===== src/rtl/score_display_scheduler_if.sv =====
// Purpose: popup handshake plus display outputs shared by the scheduler and its consumers.
// Latency: wires only, no storage.
// Backpressure: popup_req is a level held until popup_ack; display outputs are never stalled.
interface score_display_scheduler_if;
  logic        popup_req;
  logic [20:0] popup_val;
  logic        popup_ack;
  logic        popup_active;
  logic [2:0]  page;
  logic [20:0] value;
  logic [2:0]  scan;
  logic [7:0]  seg_en;

  // Requester / display consumer side
  modport master (
    output popup_req, popup_val,
    input  popup_ack, popup_active, page, value, scan, seg_en
  );

  // Scheduler side
  modport slave (
    input  popup_req, popup_val,
    output popup_ack, popup_active, page, value, scan, seg_en
  );
endinterface


===== src/rtl/score_display_scheduler.sv =====
// Purpose: rotates seven statistic pages on the 8-digit display, drives digit scan, grants timed popups.
// Latency: all outputs registered; a source or page change shows one cycle later, popup shows 1 cycle after acceptance.
// Backpressure: popup_req is held by the requester until a one-cycle popup_ack; requests in IDLE are ignored.
module score_display_scheduler #(
  parameter int TICK_DIV   = 200000,
  parameter int PAGE_TICKS = 500,
  parameter int POP_TICKS  = 250
) (
  input  logic        clk,
  input  logic        rst,
  input  logic        en,
  input  logic        freeze,
  input  logic [20:0] combo,
  input  logic [20:0] base_score,
  input  logic [20:0] bonus_score,
  input  logic [20:0] acc,
  input  logic [1:0]  mod,
  input  logic [3:0]  difficulty,
  input  logic [2:0]  level,
  score_display_scheduler_if.slave dsp
);

  localparam int TW = (TICK_DIV   > 1) ? $clog2(TICK_DIV)   : 1;
  localparam int PW = (PAGE_TICKS > 1) ? $clog2(PAGE_TICKS) : 1;
  localparam int OW = (POP_TICKS  > 1) ? $clog2(POP_TICKS)  : 1;

  localparam logic [TW-1:0] TICK_MAX = TW'(TICK_DIV - 1);
  localparam logic [PW-1:0] PAGE_MAX = PW'(PAGE_TICKS - 1);
  localparam logic [OW-1:0] POP_MAX  = OW'(POP_TICKS - 1);

  typedef enum logic [1:0] {IDLE, ROTATE, POPUP} state_t;

  state_t        state_q,    state_n;
  logic [TW-1:0] tick_cnt_q, tick_cnt_n;
  logic [2:0]    scan_q,     scan_n;
  logic [PW-1:0] page_cnt_q, page_cnt_n;
  logic [OW-1:0] pop_cnt_q,  pop_cnt_n;
  // Rotation page; kept untouched during a popup so it doubles as the saved page.
  logic [2:0]    cur_page_q, cur_page_n;
  logic [20:0]   pop_val_q,  pop_val_n;
  logic          ack_q,      ack_n;
  logic [2:0]    page_q,     page_n;
  logic [20:0]   value_q,    value_n;
  logic [7:0]    seg_en_q,   seg_en_n;

  logic tick;
  logic accept;

  // Next-state, counters and registered display outputs
  always_comb begin
    state_n    = state_q;
    tick_cnt_n = tick_cnt_q;
    scan_n     = scan_q;
    page_cnt_n = page_cnt_q;
    pop_cnt_n  = pop_cnt_q;
    cur_page_n = cur_page_q;
    pop_val_n  = pop_val_q;
    ack_n      = 1'b0;
    page_n     = page_q;
    value_n    = value_q;
    seg_en_n   = seg_en_q;

    tick   = (state_q != IDLE) && (tick_cnt_q == TICK_MAX);
    // A request still high on the ack cycle is not taken again.
    accept = (state_q != IDLE) && dsp.popup_req && !ack_q;

    if (state_q != IDLE) begin
      tick_cnt_n = tick ? '0 : tick_cnt_q + 1'b1;
      if (tick) scan_n = scan_q + 3'd1;
    end

    unique case (state_q)
      IDLE: begin
        if (en) state_n = ROTATE;
      end
      ROTATE: begin
        if (accept) begin
          // Acceptance swallows any page advance due this cycle.
          ack_n     = 1'b1;
          pop_val_n = dsp.popup_val;
          pop_cnt_n = '0;
          state_n   = POPUP;
        end else if (tick && !freeze) begin
          if (page_cnt_q == PAGE_MAX) begin
            page_cnt_n = '0;
            cur_page_n = (cur_page_q == 3'd6) ? 3'd0 : cur_page_q + 3'd1;
          end else begin
            page_cnt_n = page_cnt_q + 1'b1;
          end
        end
      end
      POPUP: begin
        if (accept) begin
          // Retrigger restarts the hold, even on the expiry tick.
          ack_n     = 1'b1;
          pop_val_n = dsp.popup_val;
          pop_cnt_n = '0;
        end else if (tick) begin
          if (pop_cnt_q == POP_MAX) begin
            state_n    = ROTATE;
            page_cnt_n = '0;
            pop_cnt_n  = '0;
          end else begin
            pop_cnt_n = pop_cnt_q + 1'b1;
          end
        end
      end
      default: state_n = IDLE;
    endcase

    // Disable drops everything, including a latched popup.
    if (!en) begin
      state_n    = IDLE;
      tick_cnt_n = '0;
      scan_n     = '0;
      page_cnt_n = '0;
      pop_cnt_n  = '0;
      cur_page_n = '0;
      pop_val_n  = '0;
      ack_n      = 1'b0;
    end

    page_n = (state_n == POPUP) ? 3'd7 : cur_page_n;

    if (state_n == IDLE) begin
      value_n  = '0;
      seg_en_n = '0;
    end else begin
      seg_en_n = 8'(1) << scan_n;
      if (state_n == POPUP) begin
        value_n = pop_val_n;
      end else begin
        unique case (cur_page_n)
          3'd0:    value_n = combo;
          3'd1:    value_n = base_score;
          3'd2:    value_n = bonus_score;
          3'd3:    value_n = acc;
          3'd4:    value_n = {19'd0, mod};
          3'd5:    value_n = {17'd0, difficulty};
          3'd6:    value_n = {18'd0, level};
          default: value_n = '0;
        endcase
      end
    end
  end

  // State and output registers with synchronous reset
  always_ff @(posedge clk) begin
    if (rst) begin
      state_q    <= IDLE;
      tick_cnt_q <= '0;
      scan_q     <= '0;
      page_cnt_q <= '0;
      pop_cnt_q  <= '0;
      cur_page_q <= '0;
      pop_val_q  <= '0;
      ack_q      <= 1'b0;
      page_q     <= '0;
      value_q    <= '0;
      seg_en_q   <= '0;
    end else begin
      state_q    <= state_n;
      tick_cnt_q <= tick_cnt_n;
      scan_q     <= scan_n;
      page_cnt_q <= page_cnt_n;
      pop_cnt_q  <= pop_cnt_n;
      cur_page_q <= cur_page_n;
      pop_val_q  <= pop_val_n;
      ack_q      <= ack_n;
      page_q     <= page_n;
      value_q    <= value_n;
      seg_en_q   <= seg_en_n;
    end
  end

  assign dsp.popup_ack    = ack_q;
  assign dsp.popup_active = (state_q == POPUP);
  assign dsp.page         = page_q;
  assign dsp.value        = value_q;
  assign dsp.scan         = scan_q;
  assign dsp.seg_en       = seg_en_q;

endmodule


===== src/flat_wrapper.sv =====
// flat-port wrapper written by rule: the top's interface ports become plain ports
module score_display_scheduler_flat 
#(
  parameter int TICK_DIV   = 200000,
  parameter int PAGE_TICKS = 500,
  parameter int POP_TICKS  = 250
)
  (clk, rst, en, freeze, combo, base_score, bonus_score, acc, mod, difficulty, level, dsp_popup_req, dsp_popup_val, dsp_popup_ack, dsp_popup_active, dsp_page, dsp_value, dsp_scan, dsp_seg_en);
  score_display_scheduler_if dsp_i ();
  input  logic clk;
  input  logic rst;
  input  logic en;
  input  logic freeze;
  input  logic [20:0] combo;
  input  logic [20:0] base_score;
  input  logic [20:0] bonus_score;
  input  logic [20:0] acc;
  input  logic [1:0] mod;
  input  logic [3:0] difficulty;
  input  logic [2:0] level;
  input wire logic [$bits(dsp_i.popup_req)-1:0] dsp_popup_req;
  input wire logic [$bits(dsp_i.popup_val)-1:0] dsp_popup_val;
  output wire logic [$bits(dsp_i.popup_ack)-1:0] dsp_popup_ack;
  output wire logic [$bits(dsp_i.popup_active)-1:0] dsp_popup_active;
  output wire logic [$bits(dsp_i.page)-1:0] dsp_page;
  output wire logic [$bits(dsp_i.value)-1:0] dsp_value;
  output wire logic [$bits(dsp_i.scan)-1:0] dsp_scan;
  output wire logic [$bits(dsp_i.seg_en)-1:0] dsp_seg_en;
  assign dsp_i.popup_req = dsp_popup_req;
  assign dsp_i.popup_val = dsp_popup_val;
  assign dsp_popup_ack = dsp_i.popup_ack;
  assign dsp_popup_active = dsp_i.popup_active;
  assign dsp_page = dsp_i.page;
  assign dsp_value = dsp_i.value;
  assign dsp_scan = dsp_i.scan;
  assign dsp_seg_en = dsp_i.seg_en;
  score_display_scheduler #(.TICK_DIV(TICK_DIV), .PAGE_TICKS(PAGE_TICKS), .POP_TICKS(POP_TICKS)) u_core (.clk(clk), .rst(rst), .en(en), .freeze(freeze), .combo(combo), .base_score(base_score), .bonus_score(bonus_score), .acc(acc), .mod(mod), .difficulty(difficulty), .level(level), .dsp(dsp_i));
endmodule

===== config.mk =====
export PLATFORM = sky130hd
export DESIGN_NAME = score_display_scheduler_flat
export DESIGN_NICKNAME = d
export VERILOG_FILES = /design/src/rtl/score_display_scheduler_if.sv /design/src/rtl/score_display_scheduler.sv /design/src/flat_wrapper.sv
export SDC_FILE = /design/constraint.sdc
export NUM_CORES = 1
export LEC_CHECK = 0
export CAP_MARGIN = 20
export CORE_UTILIZATION = 48
export DETAILED_ROUTE_END_ITERATION = 8
export GPL_ROUTABILITY_DRIVEN = 0
export PLACE_DENSITY = 0.81
export SLEW_MARGIN = 20
export SYNTH_ARGS = -nofsm -noshare
export SYNTH_HDL_FRONTEND = slang
export SYNTH_SLANG_ARGS = --single-unit

===== constraint.sdc =====
create_clock -name clk -period 2.9 [get_ports clk]
set_input_delay 0.725 -clock clk [delete_from_list [all_inputs] [get_ports clk]]
set_output_delay 0.725 -clock clk [all_outputs]
set_load 0.05 [all_outputs]

Yosys cells after proc, flatten, opt, wreduce, memory -nomap -nowiden
Index checks and enable logic that the tools add are counted.

$add $sub $neg: 5. Eq/ne operators: 20. Shift-type cells: 1. Mux-type cells: 35. Bitwise gates (word level): 2. Reductions and logical operators: 17.

Operators by type and width (count): 21-bit one-hot mux with 7 select lines (1); 21-bit two-way mux (4); 9-bit two-way mux (6); 8-bit two-way mux (4); 3-bit two-way mux (10); 18-bit by 1-bit adder with 18-bit output, second input constant (1); 18-bit == test, second input constant (1); 18-bit two-way mux (1); 9-bit one-hot mux with 2 select lines (1); 8-bit one-hot mux with 2 select lines (1); 3-bit == test, second input constant (4); 2-bit two-way mux (5); 9-bit by 1-bit adder with 9-bit output, second input constant (1); 9-bit == test, second input constant (1); 8-bit by 1-bit adder with 8-bit output, second input constant (1); 8-bit == test, second input constant (1); 2-bit by 1-bit inequality test with 1-bit output, second input constant (4); 1-bit by 3-bit << shifter with 8-bit output, first input constant (1); 3-bit by 1-bit adder with 3-bit output, second input constant (2); 3-bit by 2-bit == test with 1-bit output, second input constant (2); 2-bit one-hot mux with 3 select lines (1); 6-bit AND reduction (1); 2-bit OR reduction (3); 2-bit == test, second input constant (2); 13 further kinds (21).

Bits in registers: 97. Bits of input ports: 119. Output and inout port bits: 37. Logic and storage cells: 91.

Longest topological paths before layout
Gate-level depths: netlist (run 1).

Word-level depth: 10. Mapped depth: 11. Mapped depth without buffers: 8.

Least setup slack after synthesis (run 1)
No wires, ideal clock.

Path kind: reg2reg. Start: register u_core.state_q[0]. End: register u_core.value_q[18] (netlist: u_core.dsp.value[18]). Setup time: 79 ps. Arrival: 2825 ps. Data required time: 2821 ps. Slack: -4 ps. Cell stages (with the launch flop): 11. Buffers on the path: 3. Clock period less this slack: 2904 ps. Cells stage by stage: dfxtp_1 -> inv_1 -> ha_1 -> clkbuf_1 -> a21oi_1 -> a2111o_1 -> or3_4 -> buf_6 -> buf_6 -> or3_1 -> o211ai_1.

Elaborated cells on any way between the ends: 34. Those cells by class: 9 x eq/ne; 15 x mux; 10 x reduce/logical.

RTL lines: from (decl) (RTL line score_display_scheduler.sv:33) `state_t state_q, state_n;`; from (signal assigned) (RTL line score_display_scheduler.sv:162) `state_q <= state_n;`; 2-bit == test *; net dsp_popup_active (RTL line flat_wrapper.sv:24) `output wire logic [$bits(dsp_i.popup_active)-1:0] dsp_popup_active;`; 2-bit one-hot mux with 3 select lines / 2-bit OR reduction (equally long branches); 2-bit two-way mux / 21-bit two-way mux (equally long branches); 2-bit == test, or another cell as far along (RTL line score_display_scheduler.sv:130) `if (state_n == POPUP) begin`; 21-bit two-way mux / 2-bit OR reduction (equally long branches); to (signal assigned) (RTL line score_display_scheduler.sv:171) `value_q <= value_n;`; to (decl) (RTL line score_display_scheduler.sv:43) `logic [20:0] value_q, value_n;`.

Mark *: on every way through the listed nets, which the timed path passes. The rest lies on a longest branch. A chain may end at the register's enable or synchronous reset.

Worst setup path in the final report (run 1)
Start: register u_core.state_q[0]. End: output dsp_popup_active.

Word-level cells in the longest chain between the ends: 1.

Ends and longest elaborated chain: 2-bit == test (RTL line score_display_scheduler.sv:177) `assign dsp.popup_active = (state_q == POPUP);`; to (decl) (RTL line flat_wrapper.sv:24).

No other way between the ends.

==> qor.yml, run 1 <==
status:
  status: "finished clean"
cells_and_area:
  drive_gt1_share_pct: 10.5
  stdcell_count: 909
  fillers: 830
  synthToLayoutAreaGrowth_pct: 40.6
  n_antenna_cell: 0
  nNetsFinal: 896
timing:
  setup_slack_ns: 0.102
  fin_crit_ns: 2.80
  timing.fmax_mhz: 357
  rsz0062_at_grt: "no"
  slew-limit-headroom_pct: 53.6
  setup_tns_ns: 0
  worst_slew_pin_slew_ns: 0.695
  skew_ns: 0.0123
  finalSetupViolCount: 0
  maxSlewViolCount: 0
  fin_crit_sh_pct: 96.5
  hold_violations: 0
global_route:
  use_met1_pct: 33.7
  grt_util_all_layers_pct: 28.1
  antenna_found_initial: 0
  use_met2_pct: 48.2
  overflow: 0
  grt_max_degree: 27
  met3_usage_pct: 6.19
  gr-max-usage-layer: "met2"
  grt_pass1_vias: 5356
  grt_first_pass_wirelength_um: 25200
power_and_ir_drop:
  power.internal_uw: 1910
  switching_share_pct: 27.8
  cellPowerDensity_nw_per_um2: 360
  ir_drop_mv: 0.232
  p_seq_share_pct: 51.2
  p_comb_share_pct: 14.5
  p_leak_uw: 0.00263
  switchingPower_uw: 736
  power_frac_clock_pct: 34.3
place:
  portBuffers: 155
  post-place-ws_ns: -0.359
  dp_hpwl_um: 12000
  dp.cells: 893
cts:
  clock_path_buffers: 2
  post_cts_buffers: 0
  clock_sinks: 97
  clk_pin_slew_worst_paths_ns: 0.10
  clk_latency_ns: 0.38
  cts_inserted_buffers: 9
  htreeDepth: 3
  postCtsHoldBufs: 0
  root_buffer: "clkbuf_8"
  cts_tree: "done"
  cts_resized: 0
drt:
  avgViaCountPerCell: 5.87
  wire_per_inst_um: 17.5
  vias: 5332
  dr.pass1.iters: 5
  drc: 0
  drt_iter0_markers: 328
  ant_nets: 0
  routed_wl_um: 15900
yosys:
  yosysWarnings: 0
  synthDominantCellAreaShare_pct: 37.1
  ys_seq_area_share_pct: 37.1
  synth_area_leaders: "dfxtp_1 (37%), mux2i_1 (9.6%), nor2_1 (6.1%)"
  synthArstFlopShare_pct: 0
  synthFlopType: "dfxtp_1"
  synthMostInstantiatedCell: "dfxtp_1"
  synth_edf_count: 0
  syn-num-nets: 722
  synthTopCellsByCount: "dfxtp_1 (97), nor2_1 (85), mux2i_1 (50)"
  syn_inst: 594
  netlist_area_sq_um: 5230
  ys_ff_latch: 97
  synth.distinct_cells: 65
  avgSynthCellArea_sq_um: 8.80
  synth_top_area_cell: "dfxtp_1"
setup_path:
  cp-start-kind: "flop"
  arrival_ns: 2.07
  r2r_slack_ns: 0.17
  reg2regPathDepth: 8
  timing.rr.start: "u_core.state_q[0]$_SDFF_PP0_"
  crit_end: "dsp_popup_active"
  slowest_delay_ns: 0.89
  startpoint: "u_core.state_q[0]$_SDFF_PP0_"
  endpoint_kind: "output port"
  slowest_stage: "clkdlybuf4s50_1"
  worstReg2RegEnd: "u_core.dsp.value[0]$_SDFF_PP0_"
  worstSetupPathType: "reg2out"
  cp_data_required_time_ns: 2.17
  crit_family: "buffers and inverters"
  crit_buf_inv: 2
  cp.depth: 3
  crit_chain: "inv_1, ha_2, clkdlybuf4s50_1"
  cp_max_fo: 11
floorplanning:
  dieHeight_um: 106
  start_util_pct: 50.0
  die_w_um: 106
  num_rows: 37
  core_area_sq_um: 10500
  die_area_sq_um: 11300
  boundaryPins: 156
worst_hold_path:
  min_path_type: "reg2reg"
  hold_start: "u_core.pop_val_q[4]$_SDFF_PP0_"
job:
  max_cap_viol_count: 0
[sequential cells by signal, summed over array words and instances (netlist names)]
| signal | flops |
|---|---|
| u_core.page_cnt_q | 9 |
| u_core.state_q | 2 |
| u_core.dsp.seg_en | 8 |
| u_core.dsp.popup_ack | 1 |
| u_core.pop_cnt_q | 8 |
| u_core.dsp.value | 21 |
| u_core.dsp.page | 3 |
| u_core.tick_cnt_q | 18 |
| u_core.pop_val_q | 21 |
| u_core.cur_page_q | 3 |
| u_core.dsp.scan | 3 |
[cell families (layout without fill, tap and decap cells)]
logic type,count (synthesis),after routing,synth area share [%]
DFF,97,97,37.1
buffers and inverters,45,224,3.73
muxes,53,53,10.2
xor gates and xnor gates,28,28,4.69
AOI/OAI and AO/OA,114,114,17.1
and+or+nand+nor,248,248,25.0
adders and majority gates,9,9,2.15
[metrics by stage]
step	power, uW	utilization [%]	area, sq um	hold slack, ns
floorplan	1530	-	5230	0.452
global placement	1760	68.2	7140	0.465
detailed placement	1770	68.2	7140	0.477
CTS	2660	70.2	7340	0.501
global route	2740	70.3	7350	0.541
finish	2650	70.3	7350	0.494
[worst register-to-register path: stages (launching register included)]
cell and delay (ns):
dfxtp_2 0.38, inv_1 0.08, ha_1 0.24, or3b_4 0.42, a2111o_1 0.43, or3_4 0.38
or3_1 0.40, and3_1 0.17, a32oi_1 0.17
[worst min path at each step]
stage	cells past startpoint	to	slack [ns]
finish	2	u_core.pop_val_q[4]$_SDFF_PP0_	0.49
floorplan	2	u_core.pop_val_q[0]$_SDFF_PP0_	0.45
global placement	2	u_core.pop_val_q[4]$_SDFF_PP0_	0.46
CTS	2	u_core.pop_val_q[4]$_SDFF_PP0_	0.50
detailed placement	2	u_core.pop_val_q[4]$_SDFF_PP0_	0.48
global route	2	u_core.pop_val_q[4]$_SDFF_PP0_	0.54
[power groups by stage]
stage / Combinational, uW / Clock [uW] / Sequential, uW
after CTS: 382 / 922 / 1360
after floorplan: 95.1 / 0 / 1430
after global routing: 404 / 978 / 1360
final: 384 / 908 / 1360
after detailed placement: 381 / 0 / 1390
after global placement: 375 / 0 / 1390
[layout make-up]
type	instances	area, sq um	area share, %
Multi-Input combinational cell	452	3100	42.2
Timing Repair Buffer	198	1890	25.7
Sequential cell	97	1940	26.4
Clock inverter	7	81.3	1.11
Inverter	10	37.5	0.511
Tap cell	136	170	2.31
Clock buffer	9	124	1.68
[routing by layer]
| metal | share of wire [%] | vias up |
|---|---|---|
| met2 | 49 | 220 |
| met3 | 7.3 | 42 |
| li1 | - | 2551 |
| met4 | 2.8 | 0 |
| met1 | 40 | 2519 |
| met5 | 0 | - |
[cell usage in the layout, fill, tap and decap left out, drive strengths merged, types with 12 or more instances in the layout]
| cell | count |
|---|---|
| clkdlybuf4s50 | 154 |
| dfxtp | 97 |
| nor2 | 85 |
| mux2i | 50 |
| buf | 43 |
| nand2 | 33 |
| or3 | 29 |
| nand3 | 21 |
| o211ai | 18 |
| nand4 | 18 |
| a2bb2oi | 17 |
| o2111ai | 17 |
| o21ai | 17 |
| xor2 | 16 |
| a21oi | 14 |
| inv | 13 |
| and3 | 12 |
| xnor2 | 12 |
| nor3 | 12 |
Note: power is estimated with default switching activity, not from simulation.
==> run 2, diff against run 1 <==
- MAX_ROUTING_LAYER: default -> met4
==> run 2 against run 1 <==
Compared with the run above: non-clock buffer count is the same; utilization unchanged; final cell count unchanged; critical path type unchanged; largest cell class unchanged.
==> qor.yml, run 2 (same netlist as run 1, synthesis figures left out) <==
drt:
  avgViaCountPerCell: 5.87  # about the same
  vias: 5333  # +0.019%
  wire_per_inst_um: 17.4  # -0.35%
  routed_wl_um: 15800  # -0.35%
  drc: 0  # unchanged
  drt_iter0_markers: 376  # +15%
  dr.pass1.iters: 5  # unchanged
  ant_nets: 0  # unchanged
floorplanning:
  num_rows: 37  # unchanged
  die_w_um: 106  # unchanged
  start_util_pct: 50.0  # unchanged
  core_area_sq_um: 10500  # unchanged
  die_area_sq_um: 11300  # unchanged
  boundaryPins: 156  # unchanged
  dieHeight_um: 106  # unchanged
timing:
  maxSlewViolCount: 0  # unchanged
  slew-limit-headroom_pct: 53.4  # -0.20 points
  hold_violations: 0  # unchanged
  worst_slew_pin_slew_ns: 0.698  # +0.00305 ns
  finalSetupViolCount: 0  # unchanged
  timing.fmax_mhz: 357  # about the same
  fin_hold_ws_ns: 0.494  # -0.000121 ns
  skew_ns: 0.0132  # +0.000809 ns
  rsz0062_at_grt: "no"
  fin_crit_sh_pct: 96.6  # about the same
  setup_tns_ns: 0  # unchanged
  fin_crit_ns: 2.80  # +0.00220 ns
setup_path:
  timing.rr.start: "u_core.state_q[0]$_SDFF_PP0_"
  slowest_delay_ns: 0.89  # about the same
  slowest_stage: "clkdlybuf4s50_1"
  cp_data_required_time_ns: 2.17  # about the same
  crit_chain: "inv_1, ha_2, clkdlybuf4s50_1"
  crit_family: "buffers and inverters"
  worstSetupPathType: "reg2out"
  reg2regPathDepth: 8  # unchanged
  crit_buf_inv: 2  # unchanged
  worstReg2RegEnd: "u_core.dsp.value[0]$_SDFF_PP0_"
  endpoint_kind: "output port"
  cp.depth: 3  # unchanged
  arrival_ns: 2.08  # about the same
  r2r_slack_ns: 0.17  # about the same
  crit_end: "dsp_popup_active"
  cp_max_fo: 11  # unchanged
  startpoint: "u_core.state_q[0]$_SDFF_PP0_"
  cp-start-kind: "flop"
cts:
  htreeDepth: 3  # unchanged
  clock_sinks: 97  # unchanged
  cts_tree: "done"
  cts_inserted_buffers: 9  # unchanged
  root_buffer: "clkbuf_8"
  clock_path_buffers: 2  # unchanged
  clk_pin_slew_worst_paths_ns: 0.10  # about the same
  clk_latency_ns: 0.39  # about the same
place:
  dp_hpwl_um: 12000  # unchanged
  dp.cells: 893  # unchanged
  portBuffers: 155  # unchanged
power_and_ir_drop:
  total_power_uw: 2650  # about the same
  power_frac_clock_pct: 34.2  # about the same
  p_seq_share_pct: 51.3  # about the same
  p_leak_uw: 0.00263  # unchanged
  power.internal_uw: 1910  # about the same
  p_comb_share_pct: 14.5  # about the same
  cellPowerDensity_nw_per_um2: 360  # about the same
  switching_share_pct: 27.8  # -0.041 points
  switchingPower_uw: 735  # -0.21%
  ir_drop_mv: 0.232  # -0.27%
global_route:
  antenna_found_initial: 0  # unchanged
  grt_first_pass_wirelength_um: 25200  # -0.22%
  grt_util_all_layers_pct: 28.8  # +0.73 points
  grt_max_degree: 27  # unchanged
  overflow: 0  # unchanged
  grt_pass1_vias: 5350  # -0.11%
worst_hold_path:
  min_path_type: "reg2reg"
cells_and_area:
  nNetsFinal: 896  # unchanged
  drive_gt1_share_pct: 10.5  # unchanged
  stdcell_count: 909  # unchanged
  n_antenna_cell: 0  # unchanged
  synthToLayoutAreaGrowth_pct: 40.6  # unchanged
  layout_commonest_cell: "clkdlybuf4s50_1"
  fillers: 830  # unchanged
  layout_common_cells: "clkdlybuf4s50_1 (154), dfxtp_1 (95), nor2_1 (85), mux2i_1 (50), buf_4 (41)"
status:
  status: "finished clean"
job:
  max_cap_viol_count: 0  # unchanged
run 2: cell counts in the layout (fill, tap and decap cells not counted):
Identical to the previous run, type by type.
run 2: per-layer routing:
layer,wire length (um),up-vias,track usage (%)
li1,-,2553,-
met5,0,-,-
met3,1090,50,5.70
met2,7830,237,48.1
met1,6420,2493,33.8
met4,473,0,11.7
run 2: worst min-delay path, stage by stage (launching register included):
cell     delay [ns]
dfxtp_1        0.32
mux2i_1        0.07
nor2_1         0.07
run 2: cell type report:
cell class	instances	area (sq um)	share of cell area [%]
Clock buffer	9	124	1.68
Tap cell	136	170	2.31
Multi-Input combinational cell	452	3100	42.2
Sequential cell	97	1940	26.4
Inverter	10	37.5	0.511
Timing Repair Buffer	198	1890	25.7
Clock inverter	7	81.3	1.11
run 2: worst min path at each step:
| stage | to | slack (ns) | startpoint | cells past startpoint |
|---|---|---|---|---|
| after CTS | u_core.pop_val_q[4]$_SDFF_PP0_ | 0.50 | u_core.pop_val_q[4]$_SDFF_PP0_ | 2 |
| after detailed placement | u_core.pop_val_q[4]$_SDFF_PP0_ | 0.48 | u_core.pop_val_q[4]$_SDFF_PP0_ | 2 |
| final | u_core.pop_val_q[4]$_SDFF_PP0_ | 0.49 | u_core.pop_val_q[4]$_SDFF_PP0_ | 2 |
| after floorplan | u_core.pop_val_q[0]$_SDFF_PP0_ | 0.45 | u_core.pop_val_q[0]$_SDFF_PP0_ | 2 |
| after global placement | u_core.pop_val_q[4]$_SDFF_PP0_ | 0.46 | u_core.pop_val_q[4]$_SDFF_PP0_ | 2 |
| after global routing | u_core.pop_val_q[4]$_SDFF_PP0_ | 0.54 | u_core.pop_val_q[4]$_SDFF_PP0_ | 2 |
run 2: timing repair:
action                                  4_1_cts  5_1_grt
hold buffers                                  0        0
resized for setup                             0        5
endpoints found under the setup margin        0       19
buffers inserted                              0        0
run 2: through the flow:
stage	utilization, %	setup slack, ns	instance area (sq um)
2_1_floorplan	-	0.133	5230
3_3_place_gp	68.2	-0.331	7140
3_5_place_dp	68.2	-0.359	7140
4_1_cts	70.2	0.0227	7340
5_1_grt	70.3	0.0320	7350
6_report	70.3	0.0998	7350
run 2: power by group through the flow:
stage	Sequential, uW	Combinational (uW)	Clock, uW
after floorplan	1430	95.1	0
after global routing	1360	404	978
final	1360	384	906
after detailed placement	1390	381	0
after global placement	1390	375	0
after CTS	1360	382	922
==> RTL change 1: new RTL, settings of run 1 <==
`TICK_DIV` is set to 200000 in 2 places; all go to 400000.
--- a/src/rtl/score_display_scheduler.sv
+++ b/src/rtl/score_display_scheduler.sv
@@ -3,5 +3,5 @@
 // Backpressure: popup_req is held by the requester until a one-cycle popup_ack; requests in IDLE are ignored.
 module score_display_scheduler #(
-  parameter int TICK_DIV   = 200000,
+  parameter int TICK_DIV   = 400000,
   parameter int PAGE_TICKS = 500,
   parameter int POP_TICKS  = 250
--- a/src/flat_wrapper.sv
+++ b/src/flat_wrapper.sv
@@ -2,5 +2,5 @@
 module score_display_scheduler_flat 
 #(
-  parameter int TICK_DIV   = 200000,
+  parameter int TICK_DIV   = 400000,
   parameter int PAGE_TICKS = 500,
   parameter int POP_TICKS  = 250
Function: no difference found for any inputs over 10 cycles, from zero or initial values and one cycle with rst high; that may be too few to reach the edited logic, so the function may still have changed.
==> RTL change 1 against run 1 <==
  * Sequential cell count up 1
  * Synthesized area down 5.5%
  * Hold slack improved by 7.0 ps
  * Wire length is 11% lower
  * Power increased by 5.2%
  * Cell area is 4.3% lower
  * Worst setup slack improved by 64 ps
  * Final cell count down 5.8%
  * Critical endpoint is now u_core.dsp.value[5]$_SDFF_PP0_
  * Highest routed layer unchanged
==> RTL change 1: results (changes against run 1) <==
- Outcome: complete, no violations (unchanged)
- Fill cells: 740 (was 830)
- Worst-path maximum fanout: 22 (was 11)
- Largest net degree at the start of global routing: 23 (was 27)
- Via count: 4766 (was 5332)
- First-pass GRT wire length: 21200 um (was 25200 um)
- Initial DRC count: 245 (was 328)
- P_clk: 1.05 mW (was 0.908 mW)
- Register area share after synthesis: 39.7% (was 37.1%)
- Relative slew slack: 60.9% (was 53.6%)
- GRT Util Overall: 25.9% (was 28.1%)
- Adder-Cell Fraction of Synth Area: 2.28% (was 2.15%)
- DP Wirelength: 10900 um (was 12000 um)
- Diode count: 0 (unchanged)
- Static Leak: 2.53 nW (was 2.63 nW)
- CP peak stage delay: 510 ps (was 890 ps)
- Critical path's slowest cell: or3b_2 (was clkdlybuf4s50_1)
- Final WL: 14100 um (was 15900 um)
- Multiplexer share of the synthesized area: 7.16% (was 10.2%)
- Synth top area cells: dfxtp_1 (40%), mux2i_1 (5.5%), nor2_1 (5.4%) (was dfxtp_1 (37%), mux2i_1 (9.6%), nor2_1 (6.1%))
- Clk_skew: 13.1 ps (was 12.3 ps)
- Worst vdd ir: 0.237 mV (was 0.232 mV)
- Register share of total power: 49.1% (was 51.2%)
- Share of layout cells above drive strength 1: 9.96% (was 10.5%)
- CP arrival: 3030 ps (was 2070 ps)
- Most frequent cells after synthesis: dfxtp_1 (98), nor2_1 (71), nand2_1 (36) (was dfxtp_1 (97), nor2_1 (85), mux2i_1 (50))
- Vias in the first global route: 4488 (was 5356)
- Switch share: 23.0% (was 27.8%)
RTL change 1: layout make-up:
class	instances	area [um^2]	area share, %
Sequential cell	98	1960	27.9
Clock buffer	9	124	1.76
Tap cell	133	166	2.37
Timing Repair Buffer	184	1870	26.6
Multi-Input combinational cell	417	2760	39.3
Clock inverter	6	114	1.62
Inverter	9	33.8	0.480
RTL change 1: path summary, 6_finish.rpt:
| path | to | slack (ps) | start | cells past startpoint |
|---|---|---|---|---|
| setup / recovery | u_core.dsp.value[5]$_SDFF_PP0_ | 170 | dsp_popup_req | 10 |
| hold reg to reg | u_core.pop_val_q[17]$_SDFF_PP0_ | 500 | u_core.pop_val_q[17]$_SDFF_PP0_ | 2 |
| hold / removal | u_core.pop_val_q[17]$_SDFF_PP0_ | 500 | u_core.pop_val_q[17]$_SDFF_PP0_ | 2 |
| setup reg to reg | u_core.dsp.value[3]$_SDFF_PP0_ | 220 | u_core.state_q[0]$_SDFF_PP0_ | 10 |
RTL change 1: worst max-delay path, delay by kind of cell:
| kind | cells | cell delay, ps |
|---|---|---|
| AND/OR/NAND/NOR | 4 | 900 |
| AO/OA/AOI/OAI | 3 | 570 |
| buffers and inverters | 3 | 820 |
RTL change 1: routing by layer:
layer	routed length (um)	vias to the layer above	track usage (%)
met5	0	-	0
met4	193	0	7.80
met3	793	15	5.11
met2	7080	193	43.6
met1	6000	2246	33.7
li1	-	2312	-
RTL change 1: what timing repair did:
item,4_1_cts,5_1_grt
hold endpoints to repair,0,0
setup buffers,1,0
pin swaps,1,0
hold buffers,0,0
resized for setup,0,3
endpoints found under the setup margin,2,30
RTL change 1: metrics by stage:
stage               instances  TNS, ps  setup slack (ps)
floorplan                 561        0               332
global placement          840    -6950              -314
detailed placement        840    -8420              -405
CTS                       856        0              62.4
global route              856        0              16.3
finish                    856        0               166
==> RTL change 2: new RTL, settings of run 1 <==
Made on the original files. Compare `page_cnt_q` against `PAGE_MAX` with >= in place of ==.
--- a/src/rtl/score_display_scheduler.sv
+++ b/src/rtl/score_display_scheduler.sv
@@ -82,5 +82,5 @@
           state_n   = POPUP;
         end else if (tick && !freeze) begin
-          if (page_cnt_q == PAGE_MAX) begin
+          if (page_cnt_q >= PAGE_MAX) begin
             page_cnt_n = '0;
             cur_page_n = (cur_page_q == 3'd6) ? 3'd0 : cur_page_q + 3'd1;
Check against the original RTL: same outputs for any inputs over 10 cycles, from zero or initial values and one cycle with rst high; that may be too few to reach the edited logic, so the function may still have changed.
==> RTL change 2 against run 1 <==
  * Final cell count is 3.9% lower
  * Combinational power is 4% higher
  * Wire length is 5.9% lower
  * Sequential share of layout area is 0.57 points higher
  * Clock skew is 2.9 ps lower
  * Via count is 9.2% lower
  * Worst setup slack better by 28 ps
  * Cell area is 2.2% lower
  * Sequential cell count stayed put
  * Global-route usage is 1.2 points lower
  * Power is 4.0% lower
  * Synthesized area is 5.6% lower
  * Largest cell class unchanged
  * Largest power group unchanged
==> RTL change 2: results (changes against run 1) <==
- Global-route met3 utilization: 4.37% (was 6.19%)
- GRT met1 Usage: 33.7% (about the same)
- Synth top area cells: dfxtp_1 (39%), nor2_1 (6.1%), mux2i_1 (5.5%) (was dfxtp_1 (37%), mux2i_1 (9.6%), nor2_1 (6.1%))
- Routed length on met3: 1060 um (was 1160 um)
- Worst-path maximum fanout: 19 (was 11)
- Critical path's slowest cell: a2111oi_0 (was clkdlybuf4s50_1)
- Routed wl met2: 7410 um (was 7850 um)
- Synth cell types: 67 (was 65)
- CP arrival: 3030 ps (was 2070 ps)
- Share of layout cells above drive strength 1: 14.2% (was 10.5%)
- Per-cell routed wire length: 17.1 um (was 17.5 um)
- Register area share after synthesis: 39.3% (was 37.1%)
- CP peak stage delay: 660 ps (was 890 ps)
- Initial DRC count: 241 (was 328)
- Via count: 4840 (was 5332)
- Largest net degree at the start of global routing: 34 (was 27)
- Adder-Cell Fraction of Synth Area: 2.28% (was 2.15%)
- DP Wirelength: 11300 um (was 12000 um)
- Most frequent cells after synthesis: dfxtp_1 (97), nor2_1 (80), nand2_1 (36) (was dfxtp_1 (97), nor2_1 (85), mux2i_1 (50))
- Largest family of logic cells by synthesized area: simple AND/OR/NAND/NOR gates (unchanged)
- Worst vdd ir: 0.278 mV (was 0.232 mV)
- Multiplexer share of the synthesized area: 10.0% (was 10.2%)
- Relative slew slack: 44.4% (was 53.6%)
- Nets: 864 (was 896)
- Syn Nets: 676 (was 722)
- GRT Util Overall: 26.9% (was 28.1%)
- Clk_lat worst skew: 360 ps (was 380 ps)
- Core Area: 9860 um^2 (was 10500 um^2)
- Static Leak: 2.68 nW (was 2.63 nW)
- First-pass GRT wire length: 21900 um (was 25200 um)
- Xor/xnor share of the synthesized area: 5.68% (was 4.69%)
- Dpl ws: -201 ps (was -359 ps)
- Met1 WL: 6260 um (was 6420 um)
- Top delay family on crit path: compound AO/OA/AOI/OAI gates (was buffers and inverters)
- Drt first pass iters: 5 (unchanged)
- Clk_skew: 9.45 ps (was 12.3 ps)
- Outcome: complete, no violations (unchanged)
[RTL change 2: worst paths after layout]
check	from	endpoint	slack, ps	cells past startpoint
setup / recovery	u_core.page_cnt_q[0]$_SDFFE_PP0P_	u_core.dsp.value[4]$_SDFF_PP0_	130	10
hold / removal	u_core.pop_cnt_q[7]$_SDFFE_PP0P_	u_core.pop_cnt_q[7]$_SDFFE_PP0P_	500	2
setup reg to reg	u_core.page_cnt_q[0]$_SDFFE_PP0P_	u_core.dsp.value[4]$_SDFF_PP0_	130	10
hold reg to reg	u_core.pop_cnt_q[7]$_SDFFE_PP0P_	u_core.pop_cnt_q[7]$_SDFFE_PP0P_	500	2
[RTL change 2: final cells by class]
cell class	instances	area [um^2]
Inverter	7	26.3
Clock buffer	10	128
Sequential cell	97	1940
Multi-Input combinational cell	416	2880
Fill cell	733	2670
Tap cell	133	166
Timing Repair Buffer	205	2000
Clock inverter	6	43.8
[RTL change 2: power by group through the flow]
stage / combinational [mW] / clock [mW] / sequential, mW
6_report: 0.400 / 0.789 / 1.35
2_1_floorplan: 0.102 / 0 / 1.43
4_1_cts: 0.393 / 0.806 / 1.35
5_1_grt: 0.420 / 0.861 / 1.36
3_5_place_dp: 0.388 / 0 / 1.39
3_3_place_gp: 0.382 / 0 / 1.39
[RTL change 2: per-stage QoR]
stage	utilization [%]	hold slack (ps)	std cells	total power, mW	instance area, um^2
after floorplan	-	456	548	1.53	4940
after detailed placement	70.6	481	855	1.77	6970
after global placement	70.6	469	855	1.77	6970
after CTS	72.5	496	871	2.55	7150
after global routing	72.9	530	874	2.64	7190
final	72.9	501	874	2.54	7190
[RTL change 2: timing repair]
item                       4_1_cts  5_1_grt
setup endpoints to repair        2       25
resized for setup                1        7
pin swaps                        0        3
buffers inserted                 0        3
